[config.mk]
export PLATFORM = sky130hd
export DESIGN_NAME = axi_pkt_rr_arbiter
export DESIGN_NICKNAME = d
export VERILOG_FILES = /design/src/rtl/axi_pkt_rr_arbiter.sv
export SDC_FILE = /design/constraint.sdc
export NUM_CORES = 1
export LEC_CHECK = 0
export CAP_MARGIN = 0
export CORE_ASPECT_RATIO = 1.4
export CORE_MARGIN = 3
export CORE_UTILIZATION = 31
export DETAILED_ROUTE_END_ITERATION = 16
export PLACE_DENSITY_LB_ADDON = 0.15
export SYNTH_ARGS = -nofsm -noshare
export SYNTH_HDL_FRONTEND = slang
export SYNTH_SLANG_ARGS = --single-unit
[constraint.sdc]
create_clock -name clk -period 4.2 [get_ports clk]
set_input_delay 0.42 -clock clk [delete_from_list [all_inputs] [get_ports clk]]
set_output_delay 0.42 -clock clk [all_outputs]
set_load 0.1 [all_outputs]
[src/rtl/axi_pkt_rr_arbiter.sv]
// rtl/axi_pkt_rr_arbiter.sv - packet-granular round-robin arbiter with max-size truncation
//
// Shares one downstream AXI-Stream consumer among NUM_INPUTS sources, one whole
// packet at a time. A packet longer than MAX_PKT_SIZE words is cut: its last
// forwarded word carries tlast+terror so the drop buffer discards it, and the
// rest of the packet is drained from the source without being forwarded.
//
// Ports:
//   clk, reset_n (async, active-low), clear (sync, same effect as reset)
//   i_tdata/i_tvalid/i_tlast/i_terror/i_tready : per-source streams, port p at [p*WIDTH +: WIDTH]
//   o_tdata/o_tvalid/o_tlast/o_terror/o_tready : arbitrated output stream
//   o_port  : currently or last granted port
//   o_busy  : high while a packet is granted (PASS or DISCARD)
//   o_trunc : one-cycle pulse on the transfer that truncates a packet
module axi_pkt_rr_arbiter #(
    parameter int WIDTH        = 32,
    parameter int NUM_INPUTS   = 4,
    parameter int MAX_PKT_SIZE = 64
) (
    input  logic                              clk,
    input  logic                              reset_n,
    input  logic                              clear,
    input  logic [NUM_INPUTS*WIDTH-1:0]       i_tdata,
    input  logic [NUM_INPUTS-1:0]             i_tvalid,
    input  logic [NUM_INPUTS-1:0]             i_tlast,
    input  logic [NUM_INPUTS-1:0]             i_terror,
    output logic [NUM_INPUTS-1:0]             i_tready,
    output logic [WIDTH-1:0]                  o_tdata,
    output logic                              o_tvalid,
    output logic                              o_tlast,
    output logic                              o_terror,
    input  logic                              o_tready,
    output logic [$clog2(NUM_INPUTS)-1:0]     o_port,
    output logic                              o_busy,
    output logic                              o_trunc
);
    localparam int PW = $clog2(NUM_INPUTS);
    localparam int CW = $clog2(MAX_PKT_SIZE + 1);

    localparam logic [1:0] ST_IDLE    = 2'd0;
    localparam logic [1:0] ST_PASS    = 2'd1;
    localparam logic [1:0] ST_DISCARD = 2'd2;

    logic [1:0]       state_q, state_d;
    logic [PW-1:0]    last_grant_q, last_grant_d;
    logic [PW-1:0]    port_q, port_d;
    logic [CW-1:0]    word_cnt_q, word_cnt_d;

    logic [WIDTH-1:0] sel_tdata;
    logic             sel_tvalid;
    logic             sel_tlast;
    logic             sel_terror;

    logic             req_found;
    logic [PW-1:0]    req_port;
    int               cand_i;
    logic [PW-1:0]    cand;

    logic             at_limit;
    logic             xfer;

    // Mux of the granted source; port_q is held through PASS and DISCARD.
    always_comb begin
        sel_tdata  = '0;
        sel_tvalid = 1'b0;
        sel_tlast  = 1'b0;
        sel_terror = 1'b0;
        for (int p = 0; p < NUM_INPUTS; p++) begin
            if (port_q == PW'(p)) begin
                sel_tdata  = i_tdata[p*WIDTH +: WIDTH];
                sel_tvalid = i_tvalid[p];
                sel_tlast  = i_tlast[p];
                sel_terror = i_terror[p];
            end
        end
    end

    // Round-robin search starting just after the last grant and wrapping
    // around to the last grant itself, so a lone requester can win repeatedly.
    always_comb begin
        req_found = 1'b0;
        req_port  = last_grant_q;
        cand_i    = 0;
        cand      = '0;
        for (int i = 1; i <= NUM_INPUTS; i++) begin
            cand_i = (int'(last_grant_q) + i) % NUM_INPUTS;
            cand   = PW'(cand_i);
            if (!req_found && i_tvalid[cand]) begin
                req_found = 1'b1;
                req_port  = cand;
            end
        end
    end

    // at_limit marks the MAX_PKT_SIZE-th word of the current packet.
    assign at_limit = (word_cnt_q == CW'(MAX_PKT_SIZE - 1));
    assign xfer     = (state_q == ST_PASS) && sel_tvalid && o_tready;

    always_comb begin
        state_d      = state_q;
        last_grant_d = last_grant_q;
        port_d       = port_q;
        word_cnt_d   = word_cnt_q;
        case (state_q)
            ST_IDLE: begin
                if (req_found) begin
                    state_d      = ST_PASS;
                    last_grant_d = req_port;
                    port_d       = req_port;
                    word_cnt_d   = '0;
                end
            end
            ST_PASS: begin
                if (xfer) begin
                    if (sel_tlast) begin
                        state_d    = ST_IDLE;
                        word_cnt_d = '0;
                    end else if (at_limit) begin
                        state_d    = ST_DISCARD;
                        word_cnt_d = '0;
                    end else begin
                        word_cnt_d = word_cnt_q + CW'(1);
                    end
                end
            end
            ST_DISCARD: begin
                if (sel_tvalid && sel_tlast) begin
                    state_d = ST_IDLE;
                end
            end
            default: begin
                state_d = ST_IDLE;
            end
        endcase
        if (clear) begin
            state_d      = ST_IDLE;
            last_grant_d = PW'(NUM_INPUTS - 1);
            port_d       = '0;
            word_cnt_d   = '0;
        end
    end

    // Output path is purely combinational from the granted source in PASS.
    // On the limit word without a real tlast, tlast and terror are forced so
    // the downstream drop buffer closes and discards the partial packet.
    always_comb begin
        o_tdata  = sel_tdata;
        o_tvalid = 1'b0;
        o_tlast  = 1'b0;
        o_terror = 1'b0;
        o_trunc  = 1'b0;
        i_tready = '0;
        if (state_q == ST_PASS) begin
            o_tvalid         = sel_tvalid;
            o_tlast          = sel_tlast | at_limit;
            o_terror         = sel_terror | (at_limit & ~sel_tlast);
            o_trunc          = xfer & at_limit & ~sel_tlast;
            i_tready[port_q] = o_tready;
        end else if (state_q == ST_DISCARD) begin
            i_tready[port_q] = 1'b1;
        end
    end

    assign o_port = port_q;
    assign o_busy = (state_q != ST_IDLE);

    always_ff @(posedge clk or negedge reset_n) begin
        if (!reset_n) begin
            state_q      <= ST_IDLE;
            last_grant_q <= PW'(NUM_INPUTS - 1);
            port_q       <= '0;
            word_cnt_q   <= '0;
        end else begin
            state_q      <= state_d;
            last_grant_q <= last_grant_d;
            port_q       <= port_d;
            word_cnt_q   <= word_cnt_d;
        end
    end

endmodule

==> flow_summary.json, run 1 <==
{
  "worstPathArrival_ns": 2.56,
  "hpwl_um": 7526,
  "drt_first_pass_iters": 4,
  "tightest_slew_ns": 0.9683,
  "yosysWarnings": 0,
  "rows": 31,
  "drive_gt1_frac": 0.2810,
  "rsz0062_at_grt": "no",
  "start_kind": "flop",
  "die_area_um2": 6579,
  "initial_core_util": 0.3285,
  "cp_max_fo": 24,
  "die_w_um": 69.42,
  "power.total_uw": 1195,
  "path_clk_slew_ns": 0.06,
  "fin_crit_ns": 2.978,
  "synthFlopType": "dfrtp_1",
  "whs_ns": 0.5466,
  "finalSetupViolations": 0,
  "cts_tree": "yes",
  "regArea_um2": 329.1,
  "power.leakage_uw": 0.001382,
  "fin_tns_setup_ns": 0,
  "antenna_cells": 0,
  "crit_family": "flip-flops",
  "ys_ff_latch": 13,
  "synth.most_common_cell": "mux4_2",
  "grt_overflow": 0,
  "synthDistinctLibCells": 45,
  "grt_usage": 0.2678,
  "synth_common_cells": "mux4_2 (34), nand2_1 (13), nor2_1 (12), dfrtp_1 (11), clkbuf_1 (8)",
  "critical_path_buf_inv_count": 2,
  "grt_first_pass_wirelength_um": 13530,
  "dr.first_iter.drc_count": 78,
  "syn_inst": 153,
  "synth_fp_nets": 298,
  "yosys.area.top_type": "mux4_2",
  "wl_per_cell_um": 22.25,
  "fillers": 419,
  "cts_hold_buf": 0,
  "drc": 0,
  "status": "complete, no violations",
  "grt_max_degree": 25,
  "gp_congestion": 0.9506,
  "slew_headroom": 0.3524,
  "post_cts_resized": 0,
  "post-route-period-util": 0.7091,
  "antenna_found_initial": 0,
  "synthTopCellsByArea": "mux4_2 (44%), dfrtp_1 (16%), dfstp_2 (3.0%)",
  "die_h_um": 94.78,
  "hold_class": "in2async",
  "core_um2": 5314,
  "clock_sinks": 13,
  "synth_edf_count": 0,
  "reg2regPathDepth": 5,
  "max_freq_ghz": 0.3358,
  "hold_viol": 0,
  "crit_chain": "buf_4 > nand2_1 > o22ai_2 > nand2_1 > nor3_2 > buf_4",
  "crit_slowest_cell": "dfrtp_2",
  "ys_seq_area_frac": 0.1878,
  "crit_required_ns": 3.78,
  "htree_levels": 1,
  "fin_util": 0.6753,
  "cts_made_buffers": 3,
  "viasPerCell": 5.431,
  "synthToLayoutAreaGrowth_pct": 105.6,
  "regToRegSetupSlack_ns": 1.78,
  "clock_path_buffers": 2,
  "wirelength_um": 8834,
  "r2r_start": "o_port[0]",
  "syn_area_um2": 1745,
  "synth.top_cell.area_share": 0.4387,
  "async_flop_share": 1.000,
  "setup.worst_path.end_class": "output pin",
  "vdd_drop_max_mv": 0.2211,
  "slowest_delay_ns": 0.83,
  "post_cts_buffers": 0,
  "clock-skew-final_ns": 0.001384,
  "timing.rr.end": "word_cnt_q[3]",
  "clk_latency_ns": 0.24,
  "port_buffers": 186,
  "p_per_area_nw_per_um2": 333.0,
  "fin_nets": 477,
  "slew_violations": 0,
  "antenna_left": 0,
  "synth.avg_cell_area_um2": 11.41,
  "multi_input_area_um2": 1339,
  "root_buffer": "clkbuf_8",
  "vias": 2156,
  "max-cap-violations": 0,
  "critical_path_class": "reg2out",
  "ios": 187,
  "grt_pass1_vias": 2237
}
-- worst max-delay path by stage --
stage	start	to	slack [ns]	cells after the start
2_1_floorplan	o_port[1]	i_tready[0]	0.07	4
3_3_place_gp	o_port[0]	o_trunc	1.45	6
3_5_place_dp	o_port[0]	o_trunc	1.43	6
4_1_cts	o_port[0]	o_trunc	1.16	6
5_1_grt	o_port[0]	o_trunc	0.99	6
6_report	o_port[0]	o_trunc	1.22	6
-- power breakdown --
group	total [uW]	internal [uW]	switching [uW]
clock network	112	67.0	44.9
logic	919	311	608
registers	164	134	30.5
-- registers in the layout (all words and copies together) (netlist names) --
register,count
o_port,2
last_grant_q,2
word_cnt_q,7
state_q,2
-- routing by layer --
layer / track usage / part of all wire
met1: 0.3340 / 0.38
met2: 0.4626 / 0.51
met3: 0.08413 / 0.093
met4: 0.04397 / 0.014
met5: 0 / 0
-- stage by stage --
| step | area (um2) | std cells | worst slack [ns] |
|---|---|---|---|
| after floorplan | 1750 | 153 | 0.07293 |
| after global placement | 3543 | 393 | 1.450 |
| after detailed placement | 3543 | 393 | 1.432 |
| after CTS | 3588 | 397 | 1.165 |
| after global routing | 3588 | 397 | 0.9911 |
| final | 3588 | 397 | 1.222 |
-- cell type report --
type / count / area share
repair buffers: 188 / 0.4944
well taps: 66 / 0.02301
clock buffers: 4 / 0.01255
inverters: 5 / 0.005230
multi-input cells: 121 / 0.3731
flip-flops and latches: 13 / 0.09170
-- layout by cell type, fill, tap and decap left out, types with 2 or more instances in the layout --
master | netlist | routed
nor3b_1 | 2 | 2
and3_1 | 3 | 3
mux4_2 | 34 | 34
inv_1 | 5 | 5
clkbuf_8 | 0 | 3
a21oi_1 | 7 | 7
dfrtp_1 | 11 | 10
and2_1 | 3 | 3
nor2_1 | 12 | 12
clkdlybuf4s50_1 | 0 | 145
nor2b_1 | 2 | 2
a221o_1 | 2 | 2
mux2i_1 | 5 | 5
dfstp_2 | 2 | 2
or2_2 | 2 | 2
o21ai_0 | 3 | 3
a211oi_2 | 2 | 2
nand2b_1 | 3 | 3
nand3_1 | 3 | 3
nand2_1 | 13 | 13
o211ai_1 | 2 | 2
buf_4 | 0 | 43
-- kinds of logic (layout without fill, tap and decap cells) --
kind of cell | Yosys count | after routing | share of synthesized area
buf+inv | 19 | 197 | 0.04803
simple gates | 54 | 54 | 0.1677
flops | 13 | 13 | 0.1878
mux | 40 | 40 | 0.4738
fa+ha+maj | 1 | 1 | 0.007167
compound gates | 26 | 26 | 0.1154
(Power assumes the default switching activity.)
==> inputs of run 2 (changes only) <==
--- a/config.mk
+++ b/config.mk
@@ -8,7 +8,7 @@
 export CAP_MARGIN = 0
 export CORE_ASPECT_RATIO = 1.4
 export CORE_MARGIN = 3
-export CORE_UTILIZATION = 31
+export CORE_UTILIZATION = 29
 export DETAILED_ROUTE_END_ITERATION = 16
 export PLACE_DENSITY_LB_ADDON = 0.15
 export SYNTH_ARGS = -nofsm -noshare
==> constraint.sdc (replaced) <==
create_clock -name clk -period 3 [get_ports clk]
set_input_delay 0.3 -clock clk [delete_from_list [all_inputs] [get_ports clk]]
set_output_delay 0.3 -clock clk [all_outputs]
set_load 0.1 [all_outputs]
==> run 2 against run 1 <==
  * Non-clock buffer count is 1 higher
  * Setup slack worse by 0.65 ns
  * Global-route usage fell by 0.96 points
  * Combinational power grew 45%
==> flow_summary.json, run 2 (same netlist as run 1, synthesis figures left out) <==
{
  "rsz0062_at_grt": "no",
  "fin_util": 0.6444,
  "gp_congestion": 0.9303,
  "grt_max_degree": 43,
  "core_um2": 5685,
  "status": "complete, no violations",
  "largest_reg_flops": 7,
  "hpwl_um": 7743,
  "slowest_delay_ns": 0.73,
  "rows": 32,
  "cp_max_fo": 23,
  "start_kind": "flop",
  "path_clk_slew_ns": 0.06,
  "viasPerCell": 5.400,
  "p_per_area_nw_per_um2": 466.8,
  "antenna_cells": 0,
  "port_buffers": 186,
  "drc": 0,
  "dp_slack_ns": 0.7616,
  "cts_made_buffers": 3,
  "finalSetupViolations": 0,
  "worstPathArrival_ns": 2.12,
  "synthToLayoutAreaGrowth_pct": 109.9,
  "hold_class": "in2async",
  "cts_hold_buf": 0,
  "critical_path_class": "reg2out",
  "slew_violations": 0,
  "vias": 2160,
  "clock-skew-final_ns": 0.005097,
  "cts_tree": "yes",
  "max_freq_ghz": 0.4127,
  "fin_ws_ns": 0.5767,
  "fin_nets": 478,
  "die_h_um": 97.80,
  "max-cap-violations": 0,
  "clock_sinks": 13,
  "clock_path_buffers": 2,
  "largest-register": "word_cnt_q",
  "post_cts_buffers": 0,
  "post-route-period-util": 0.8078,
  "htree_levels": 1,
  "die_area_um2": 6999,
  "whs_ns": 0.4255,
  "grt_first_pass_wirelength_um": 13670,
  "slew_headroom": 0.5760,
  "drive_gt1_frac": 0.3042,
  "post_cts_resized": 0,
  "initial_core_util": 0.3070,
  "antenna_left": 0,
  "clk_latency_ns": 0.25,
  "crit_slowest_cell": "dfrtp_2",
  "ios": 187,
  "hold_viol": 0,
  "wl_per_cell_um": 22.71,
  "crit_chain": "buf_4 > mux4_2 > o21a_1 > buf_12",
  "layout_common_cells": "clkdlybuf4s50_1 (143), buf_4 (42), mux4_2 (34)",
  "drt_first_pass_iters": 4,
  "grt_usage": 0.2582,
  "wirelength_um": 9085,
  "dr.first_iter.drc_count": 74,
  "power.leakage_uw": 0.001412,
  "fin_crit_ns": 2.423,
  "vdd_drop_max_mv": 0.4025,
  "antenna_found_initial": 0,
  "setup.worst_path.end_class": "output pin",
  "layout_commonest_cell": "clkdlybuf4s50_1",
  "grt_overflow": 0,
  "tightest_slew_ns": 0.6348,
  "crit_required_ns": 2.70,
  "die_w_um": 71.57,
  "root_buffer": "clkbuf_8",
  "grt_pass1_vias": 2265
}
## run 2: cell types whose count changed in the layout (fill, tap and decap cells not counted), moves of 2 or more
cell,before,now
buf_12,0,4
clkdlybuf4s50_1,145,143
nor2_1,12,10
nor2_2,0,2
## run 2: worst max-delay path, delay by kind of cell (launching register included)
kind / cells / cell delay (ns)
DFF: 1 / 0.73
AOI/OAI and AO/OA: 1 / 0.23
muxes: 1 / 0.35
buffers and inverters: 2 / 0.55
## run 2: power by group
part           switching, uW  leakage, uW  internal, uW
combinational            881      0.00122           452
clock                   67.2    0.0000228          94.1
sequential              27.3     0.000168           188
## run 2: metal layers
layer | GRT usage | share of wire
met1 | 0.3261 | 0.40
met2 | 0.4214 | 0.47
met3 | 0.09887 | 0.11
met4 | 0.04920 | 0.016
met5 | 0 | 0
## run 2: final timing paths
kind / slack, ns / cells past startpoint / end / start
worst max-delay path: 0.58 / 4 / o_terror / o_port[1]
worst min-delay path: 0.43 / 1 / state_q[0] / reset_n
worst max register to register: 1.01 / 4 / word_cnt_q[3] / o_port[1]
worst min register to register: 0.55 / 2 / word_cnt_q[1] / word_cnt_q[1]
max in group asynchronous: 2.15 / 1 / o_port[1] / reset_n
min in group clk: 0.55 / 2 / word_cnt_q[1] / word_cnt_q[1]
## run 2: through the flow
| stage | cells | setup TNS, ns | power (uW) | cell area (um2) |
|---|---|---|---|---|
| after floorplan | 153 | -0.1386 | 1153 | 1769 |
| after global placement | 396 | 0 | 1549 | 3618 |
| after detailed placement | 396 | 0 | 1555 | 3618 |
| after CTS | 400 | 0 | 1718 | 3664 |
| after global routing | 400 | 0 | 1772 | 3664 |
| final | 400 | 0 | 1710 | 3664 |
## run 2: area by class of cell
| cell class | count | area [um2] |
|---|---|---|
| well taps | 68 | 85.08 |
| repair buffers | 189 | 1827 |
| fillers | 489 | 2022 |
| flip-flops and latches | 13 | 330.3 |
| inverters | 5 | 18.77 |
| multi-input cells | 121 | 1358 |
| clock buffers | 4 | 45.04 |
